<file path="src/rtl/ppu_bg_fetcher.sv">
// Background tile fetcher: walks one scanline of the BG tile map and decodes the tile rows.
// Decoded pixels go into a 16-entry FIFO that the pixel mixer drains one pixel per dot.
module ppu_bg_fetcher (
  input  logic        clk,
  input  logic        reset,
  input  logic        dot_en,
  input  logic        cgb,
  input  logic        start,
  input  logic        stop,
  input  logic        bg_map_sel,
  input  logic        tile_data_sel,
  input  logic [7:0]  scx,
  input  logic [7:0]  scy,
  input  logic [7:0]  ly,
  output logic [12:0] vram_addr,
  input  logic [7:0]  vram_rdata_bank0,
  input  logic [7:0]  vram_rdata_bank1,
  output logic        pix_valid,
  output logic [1:0]  pix_color,
  output logic [2:0]  pix_pal,
  output logic        pix_prio,
  input  logic        pix_pop,
  output logic [4:0]  fifo_count,
  output logic [2:0]  state_dbg
);

  typedef enum logic [2:0] {
    S_IDLE   = 3'd0,
    S_T_ADDR = 3'd1,
    S_T_DATA = 3'd2,
    S_L_ADDR = 3'd3,
    S_L_DATA = 3'd4,
    S_H_ADDR = 3'd5,
    S_H_DATA = 3'd6,
    S_PUSH   = 3'd7
  } state_t;

  state_t state, state_next;

  // Line context latched on start
  logic [7:0]  y_q;
  logic [4:0]  x_tile_q;
  logic [2:0]  discard_q;

  // Current tile context
  logic [7:0]  tile_q;
  logic        prio_q, yflip_q, xflip_q, bank_q;
  logic [2:0]  pal_q;
  logic [7:0]  lo_q, hi_q;

  // Pixel FIFO: entry = {prio, pal[2:0], colour[1:0]}
  logic [5:0]  fifo_mem [16];
  logic [3:0]  rd_ptr, wr_ptr;
  logic [4:0]  count_q;

  // Control strobes from the FSM
  logic        flush, latch_line, cap_tile, cap_lo, cap_hi, do_push, addr_load;
  logic [12:0] addr_next;

  logic [7:0]  y_start;
  logic [7:0]  row_data;
  logic        pop_ok, drop, take;
  logic [5:0]  head;

  assign y_start  = ly + scy;
  assign row_data = bank_q ? vram_rdata_bank1 : vram_rdata_bank0;

  function automatic logic [12:0] tile_row_addr(input logic [7:0] tile, input logic yflip,
                                                input logic [7:0] y, input logic sel,
                                                input logic hi);
    logic [2:0] row;
    row = yflip ? ~y[2:0] : y[2:0];
    return {sel ? 1'b0 : ~tile[7], tile, row, hi};
  endfunction

  // Slot 0 is the leftmost pixel; without xflip that is bit 7 (~slot == 7 - slot).
  function automatic logic [5:0] pix_entry(input logic prio, input logic [2:0] pal,
                                           input logic xflip, input logic [7:0] lo,
                                           input logic [7:0] hi, input logic [2:0] slot);
    logic [2:0] b;
    b = xflip ? slot : ~slot;
    return {prio, pal, hi[b], lo[b]};
  endfunction

  always_ff @(posedge clk or posedge reset) begin
    if (reset) begin
      state <= S_IDLE;
    end else if (dot_en) begin
      state <= state_next;
    end
  end

  // Addresses are registered: each *_ADDR state shows the address loaded on entry.
  always_comb begin
    state_next = state;
    flush      = 1'b0;
    latch_line = 1'b0;
    cap_tile   = 1'b0;
    cap_lo     = 1'b0;
    cap_hi     = 1'b0;
    do_push    = 1'b0;
    addr_load  = 1'b0;
    addr_next  = vram_addr;
    if (stop) begin
      state_next = S_IDLE;
      flush      = 1'b1;
    end else if (start) begin
      state_next = S_T_ADDR;
      flush      = 1'b1;
      latch_line = 1'b1;
      addr_load  = 1'b1;
      addr_next  = {2'b11, bg_map_sel, y_start[7:3], scx[7:3]};
    end else begin
      case (state)
        S_IDLE: state_next = S_IDLE;
        S_T_ADDR: state_next = S_T_DATA;
        S_T_DATA: begin
          state_next = S_L_ADDR;
          cap_tile   = 1'b1;
          addr_load  = 1'b1;
          addr_next  = tile_row_addr(vram_rdata_bank0, cgb & vram_rdata_bank1[6], y_q,
                                     tile_data_sel, 1'b0);
        end
        S_L_ADDR: state_next = S_L_DATA;
        S_L_DATA: begin
          state_next = S_H_ADDR;
          cap_lo     = 1'b1;
          addr_load  = 1'b1;
          addr_next  = tile_row_addr(tile_q, yflip_q, y_q, tile_data_sel, 1'b1);
        end
        S_H_ADDR: state_next = S_H_DATA;
        S_H_DATA: begin
          state_next = S_PUSH;
          cap_hi     = 1'b1;
        end
        S_PUSH: begin
          if (count_q <= 5'd8) begin
            state_next = S_T_ADDR;
            do_push    = 1'b1;
            addr_load  = 1'b1;
            addr_next  = {2'b11, bg_map_sel, y_q[7:3], x_tile_q + 5'd1};
          end
        end
        default: state_next = S_IDLE;
      endcase
    end
  end

  // Discard and pop are exclusive: pix_valid is low while discard is non-zero.
  assign pix_valid = (count_q != 5'd0) && (discard_q == 3'd0);
  assign pop_ok    = pix_pop && pix_valid;
  assign drop      = (discard_q != 3'd0) && (count_q != 5'd0);
  assign take      = pop_ok || drop;

  always_ff @(posedge clk or posedge reset) begin
    if (reset) begin
      vram_addr <= 13'h0000;
      y_q       <= 8'h00;
      x_tile_q  <= 5'd0;
      discard_q <= 3'd0;
      tile_q    <= 8'h00;
      prio_q    <= 1'b0;
      yflip_q   <= 1'b0;
      xflip_q   <= 1'b0;
      bank_q    <= 1'b0;
      pal_q     <= 3'd0;
      lo_q      <= 8'h00;
      hi_q      <= 8'h00;
    end else if (dot_en) begin
      if (addr_load) begin
        vram_addr <= addr_next;
      end
      if (latch_line) begin
        y_q       <= y_start;
        x_tile_q  <= scx[7:3];
        discard_q <= scx[2:0];
      end else if (flush) begin
        discard_q <= 3'd0;
      end else begin
        if (drop) begin
          discard_q <= discard_q - 3'd1;
        end
        if (do_push) begin
          x_tile_q <= x_tile_q + 5'd1;
        end
      end
      if (cap_tile) begin
        tile_q  <= vram_rdata_bank0;
        prio_q  <= cgb & vram_rdata_bank1[7];
        yflip_q <= cgb & vram_rdata_bank1[6];
        xflip_q <= cgb & vram_rdata_bank1[5];
        bank_q  <= cgb & vram_rdata_bank1[3];
        pal_q   <= cgb ? vram_rdata_bank1[2:0] : 3'd0;
      end
      if (cap_lo) begin
        lo_q <= row_data;
      end
      if (cap_hi) begin
        hi_q <= row_data;
      end
    end
  end

  always_ff @(posedge clk or posedge reset) begin
    if (reset) begin
      rd_ptr  <= 4'd0;
      wr_ptr  <= 4'd0;
      count_q <= 5'd0;
      for (int i = 0; i < 16; i++) begin
        fifo_mem[i] <= 6'd0;
      end
    end else if (dot_en) begin
      if (flush) begin
        rd_ptr  <= 4'd0;
        wr_ptr  <= 4'd0;
        count_q <= 5'd0;
      end else begin
        if (do_push) begin
          for (int i = 0; i < 8; i++) begin
            fifo_mem[wr_ptr + 4'(i)] <= pix_entry(prio_q, pal_q, xflip_q, lo_q, hi_q, 3'(i));
          end
          wr_ptr <= wr_ptr + 4'd8;
        end
        if (take) begin
          rd_ptr <= rd_ptr + 4'd1;
        end
        count_q <= count_q + (do_push ? 5'd8 : 5'd0) - {4'd0, take};
      end
    end
  end

  assign head       = fifo_mem[rd_ptr];
  assign pix_prio   = pix_valid & head[5];
  assign pix_pal    = pix_valid ? head[4:2] : 3'd0;
  assign pix_color  = pix_valid ? head[1:0] : 2'd0;
  assign fifo_count = count_q;
  assign state_dbg  = state;

endmodule

</file>
<file path="config.mk">
export PLATFORM = sky130hd
export DESIGN_NAME = ppu_bg_fetcher
export DESIGN_NICKNAME = d
export VERILOG_FILES = /design/src/rtl/ppu_bg_fetcher.sv
export SDC_FILE = /design/constraint.sdc
export NUM_CORES = 1
export LEC_CHECK = 0
export BUFFER_PORTS_ARGS = -buffer_cell sky130_fd_sc_hd__buf_2
export CORE_ASPECT_RATIO = 1.75
export CORE_MARGIN = 4
export CORE_UTILIZATION = 25
export DETAILED_ROUTE_END_ITERATION = 6
export PLACE_DENSITY = 0.45
export SETUP_SLACK_MARGIN = 0.02
export SYNTH_ARGS = -nofsm -noshare
export SYNTH_HDL_FRONTEND = slang
export SYNTH_SLANG_ARGS = --single-unit
</file>
<file path="constraint.sdc">
create_clock -name clk -period 8.2 [get_ports clk]
set_input_delay 1.23 -clock clk [delete_from_list [all_inputs] [get_ports clk]]
set_output_delay 1.23 -clock clk [all_outputs]
set_load 0.01 [all_outputs]
</file>
==> results of run 1 <==
[metrics by stage]
stage	utilization, %	instance area [µm²]	power [mW]	setup WS, ns	hold WS (ns)
after floorplan	-	7310	1.27	3.08	0.442
after global placement	27.9	8020	1.44	4.63	0.454
after detailed placement	27.9	8020	1.45	4.60	0.459
after CTS	29.8	8570	2.19	4.14	0.475
after global routing	29.8	8570	2.29	4.02	0.494
final	29.8	8570	2.14	4.21	0.471
[sequential cells by signal, indices dropped and copies added, names as in the netlist]
signal / count
bank_q: 1
discard_q: 3
fifo_count: 5
fifo_mem: 72
hi_q: 8
lo_q: 8
pal_q: 3
prio_q: 1
rd_ptr: 4
state_dbg: 3
tile_q: 8
vram_addr: 13
wr_ptr: 1
x_tile_q: 5
xflip_q: 1
y_q: 8
yflip_q: 1
[cell families after synthesis]
group / count (synthesis) / share of synthesized area (%)
multiplexers: 56 / 11.3
AND/OR/NAND/NOR: 255 / 14.7
AO/OA/AOI/OAI: 184 / 15.0
adder cells (fa/ha/maj): 18 / 3.29
XOR/XNOR: 18 / 2.16
flip-flops: 145 / 49.6
buffers and inverters: 69 / 3.94
[layout make-up]
class / instances / area share (%)
tap: 378 / 5.52
antenna: 1 / 0.0292
multi-input combinational: 531 / 39.6
clock buffer: 20 / 5.44
clock inverter: 12 / 0.978
sequential: 145 / 42.3
inverter: 27 / 1.24
timing repair buffer: 81 / 4.88
[per-layer routing]
metal	global-route usage, %	up-vias
li1	-	2724
met1	14.9	2677
met2	23.4	109
met3	3.11	21
met4	4.62	2
met5	0	-
[critical path, stage by stage, from the launching register on]
cell and delay (ns):
dfrtp_1 0.91, mux4_2 0.58, mux4_2 0.50, and3_1 0.20, buf_2 0.14
[cell usage in the layout (no fill, tap or decap), drive strengths merged, types with 4 or more instances in the layout]
master | synthesis | layout
xor2 | 6 | 6
clkinv | 0 | 5
nand3 | 6 | 6
a221oi | 9 | 9
inv | 27 | 29
o21ai | 99 | 99
mux2i | 28 | 28
clkbuf | 28 | 20
o22ai | 12 | 12
mux4 | 19 | 19
a21oi | 25 | 25
and3 | 7 | 7
dfrtp | 145 | 145
mux2 | 9 | 9
clkinvlp | 0 | 5
nor2b | 7 | 7
nor2 | 22 | 22
nor3 | 7 | 7
o31ai | 4 | 4
nor3b | 4 | 4
nand2 | 188 | 188
ha | 16 | 16
a31oi | 4 | 4
buf | 14 | 81
xnor2 | 12 | 12
[power breakdown]
group	switching, mW	internal [mW]
combinational	0.269	0.221
clock	0.314	0.410
sequential	0.119	0.810
total	0.702	1.44
[worst paths after layout]
| path | startpoint | endpoint | slack [ns] |
|---|---|---|---|
| min | fifo_mem[22] | fifo_mem[22] | 0.47 |
| max | rd_ptr[0] | pix_color[1] | 4.21 |
| min in group asynchronous | reset | hi_q[3] | 0.94 |
| min reg2reg | fifo_mem[22] | fifo_mem[22] | 0.47 |
| max in group asynchronous | reset | discard_q[1] | 5.88 |
| max reg2reg | state_dbg[2] | fifo_count[4] | 5.04 |
==> results.toml, run 1 <==
[die]
io_pins = 77
initial_utilization_pct = 25.4
core_area_mm2 = 0.0287
die_y_um = 234
row_count = 82
fp.dieW_um = 137
die_area_mm2 = 0.0321

[sta]
fmax_mhz = 251
max_slew.worst_pin.slew_ns = 0.945
rsz0062_at_grt = "no"
min_period_ns = 3.99
relSlewSlack_pct = 36.4
finalSetupTns_ns = 0
fin_skew_ns = 0.00794
finalSetupViolations = 0
hold_viol = 0
slew_violations = 0
min_period_over_period_pct = 48.7

[detailed_routing]
drcViolationCount = 0
dr.pass1.iters = 4
drt_iter0_markers = 225
vias_per_cell = 4.63
vias = 5533
drtAntennaViolNets = 0
top_layer = "met5"
dr_wl_met3_um = 828
wl_per_cell_um = 16.5
wl_met2_um = 10700
wl_met1_um = 7830
wl_um = 19700

[cts]
cts.clk_slew.worst_paths_ns = 0.06
cts_root_buf = "clkbuf_16"
cts_tree = "yes"
insertion_delay_ns = 0.42
htreeDepth = 4
postCtsSetupBuffers = 0
cts_made_buffers = 17
cts.path.max_buffers = 2
cts_resized = 0
cts.sinks = 145
cts_hold_buffers = 0

[outcome]
status = "finished clean"

[synth]
async_flop_share_pct = 100
syn_avg_cell_area_um2 = 9.81
synth_commonest_cells = "nand2_1, dfrtp_1, o21ai_0"
ys_seq_area_share_pct = 49.6
netlist_instances = 745
synth_area_leader_cell = "dfrtp_1"
yosysWarningCount = 0
syn_area_mm2 = 0.00731
synth_flop_cell = "dfrtp_1"
synth-edff-count = 0
synth_nets = 812
synthDistinctLibCells = 58
synth.area.top_cells = "dfrtp_1, nand2_1, o21ai_0"
yosysMostFrequentCell = "nand2_1"
synth_top_area_share_pct = 49.6
ys_ff_latch = 145

[worst_setup_path]
worst-setup-path-type = "reg2out"
worstPathArrival_ns = 2.76
ff2ff_path_depth = 10
crit_required_ns = 6.97
worstPathMaxFanout = 20
critPathCaptureType = "primary output"
startpoint_type = "flip-flop"

[grt]
antenna_found_initial = 2
grt_pass1_wl_um = 32200
grt_pass1_vias = 5807
grt_usage_pct = 13.0
grt_max_degree = 77
grt_overflow = 0

[final_layout]
final-instance-count-excl-fill = 1195
multi_input_area_mm2 = 0.00339
drive_gt1_share_pct = 18.3
finalNetCount = 870
seq_area_mm2 = 0.00363
syn2layout_area_growth_pct = 17.3
fillers = 3094

[power]
ir_drop_v = 0.000158
power_density_mw_per_mm2 = 250
cellLeakagePower_nw = 4.00

[placement]
dp_cells = 1162
gp_congestion = 0.761
port_buffers = 76
post-dp-hpwl_um = 14600

[min_path]
hp-class = "reg2reg"
worst_hold_path.num_cells = 2

[job]
maxCapViolations = 0
Power figures use the tool's default switching activity.
==> run 2, diff against run 1 <==
--- a/config.mk
+++ b/config.mk
@@ -10,7 +10,7 @@
 export CORE_MARGIN = 4
 export CORE_UTILIZATION = 25
 export DETAILED_ROUTE_END_ITERATION = 6
-export PLACE_DENSITY = 0.45
+export PLACE_DENSITY = 0.46
 export SETUP_SLACK_MARGIN = 0.02
 export SYNTH_ARGS = -nofsm -noshare
 export SYNTH_HDL_FRONTEND = slang
==> constraint.sdc (replaced) <==
create_clock -name clk -period 3.5 [get_ports clk]
set_input_delay 0.525 -clock clk [delete_from_list [all_inputs] [get_ports clk]]
set_output_delay 0.525 -clock clk [all_outputs]
set_load 0.01 [all_outputs]
==> results.toml, run 2 (synthesized netlist as in run 1, its figures left out) <==
[detailed_routing]
dr.pass1.iters = 5
drtAntennaViolNets = 0
drt_iter0_markers = 299
drcViolationCount = 0
wl_per_cell_um = 16.2
vias_per_cell = 4.61
wl_um = 19500
vias = 5537

[worst_setup_path]
critPathCaptureType = "primary output"
worstPathMaxFanout = 20
crit_required_ns = 2.97
worstPathArrival_ns = 2.76
cp_cell_sequence = "mux4_2 -> mux4_2 -> and3_1 -> buf_2"
worst-setup-path-type = "reg2out"
cp_common_cell = "mux4_2"
startpoint_type = "flip-flop"
critPathMaxStageDelay_ns = 0.93
crit_slowest_cell = "dfrtp_1"

[placement]
place_area_mm2 = 0.00809
post-dp-hpwl_um = 14200
port_buffers = 76
place_ws_ns = 0.624
gp_congestion = 0.761

[grt]
grt_usage_pct = 12.7
grt_pass1_wl_um = 31800
antenna_found_initial = 5
grt_overflow = 0
grt_pass1_vias = 5704
grt_max_degree = 146

[sta]
rsz0062_at_grt = "no"
max_slew.worst_pin.slew_ns = 0.903
fin_skew_ns = 0.0186
fmax_mhz = 305
min_period_over_period_pct = 93.8
finalSetupTns_ns = 0
fin_ws_ns = 0.218
slew_violations = 0
relSlewSlack_pct = 39.8
min_period_ns = 3.28
finalSetupViolations = 0
hold_viol = 0

[cts]
insertion_delay_ns = 0.42
cts_tree = "yes"
cts.sinks = 145
cts_hold_buffers = 0
cts.path.max_buffers = 2
htreeDepth = 4
cts_made_buffers = 17
postCtsSetupBuffers = 0
cts_resized = 0
cts_root_buf = "clkbuf_16"
cts.clk_slew.worst_paths_ns = 0.06

[final_layout]
drive_gt1_share_pct = 18.8
mostFrequentLayoutCells = "nand2_1, dfrtp_1, o21ai_0"
seq_area_mm2 = 0.00363
antenna_cells = 0
top_regs = "fifo_mem: 72 flops, vram_addr: 13 flops"
fillers = 3123
final_common_cell = "nand2_1"
final_area_mm2 = 0.00871
top_register = "fifo_mem"
syn2layout_area_growth_pct = 19.1
largest_reg_flops = 72
finalNetCount = 878
multi_input_area_mm2 = 0.00339

[die]
die_y_um = 234
io_pins = 77
initial_utilization_pct = 25.4
core_area_mm2 = 0.0287
row_count = 82
die_area_mm2 = 0.0321
fp.dieW_um = 137

[power]
power_density_mw_per_mm2 = 603
cellLeakagePower_nw = 4.07
power_switching_mw = 1.62
p_int_mw = 3.63
seq_power_share_pct = 41.1
switching_share_pct = 30.9
pwr-share-clk_pct = 36.4
p_comb_share_pct = 22.4
ir_drop_v = 0.000378

[job]
maxCapViolations = 0

[outcome]
status = "finished clean"

[min_path]
hp-class = "in2async"
[run 2: final timing paths]
path	from	endpoint	slack [ns]	cells after the start
setup / recovery	rd_ptr[0]	pix_color[1]	0.22	4
min in group clk	vram_rdata_bank1[3]	bank_q	0.36	3
setup reg to reg	state_dbg[0]	fifo_count[4]	0.77	10
hold reg to reg	fifo_mem[53]	fifo_mem[53]	0.47	2
hold / removal	reset	fifo_mem[72]	0.29	3
max in group asynchronous	reset	vram_addr[1]	2.53	3
[run 2: per-stage QoR]
stage | util, % | hold WS [ns] | cells | power (mW)
after floorplan | - | 0.442 | 745 | 2.97
after detailed placement | 28.2 | 0.459 | 1170 | 3.40
after global placement | 28.2 | 0.454 | 1170 | 3.38
final | 30.3 | 0.292 | 1202 | 5.25
after CTS | 30.3 | 0.343 | 1202 | 5.35
after global routing | 30.3 | 0.372 | 1202 | 5.59
[run 2: power by group through the flow]
stage                     registers (mW)  logic (mW)  clock network (mW)
final                               2.16        1.18                1.91
after global routing                2.21        1.35                2.04
after CTS                           2.17        1.21                1.97
after detailed placement            2.20        1.21                   0
after global placement              2.19        1.19                   0
after floorplan                     2.10       0.869                   0
[run 2: worst max-delay path, delay by kind of cell, from the launching register on]
kind                   cells  cell delay (ns)
buffers and inverters      1             0.13
muxes                      2             1.08
DFF                        1             0.93
and+or+nand+nor            1             0.20
[run 2: cell type report]
cell class                 instances  area share (%)
clock buffer                      19            4.97
clock inverter                    13            2.13
inverter                          27            1.21
multi-input combinational        531            39.0
sequential                       145            41.7
tap                              378            5.43
timing repair buffer              89            5.63
[run 2: per-layer routing]
layer | track usage [%] | up-vias | wire [µm] | part of all wire (%)
met5 | 0 | - | 42 | 0.22
met4 | 4.24 | 8 | 198 | 1.0
met3 | 2.98 | 16 | 844 | 4.3
met2 | 22.2 | 104 | 10200 | 52
met1 | 15.3 | 2683 | 8160 | 42
li1 | - | 2726 | - | -
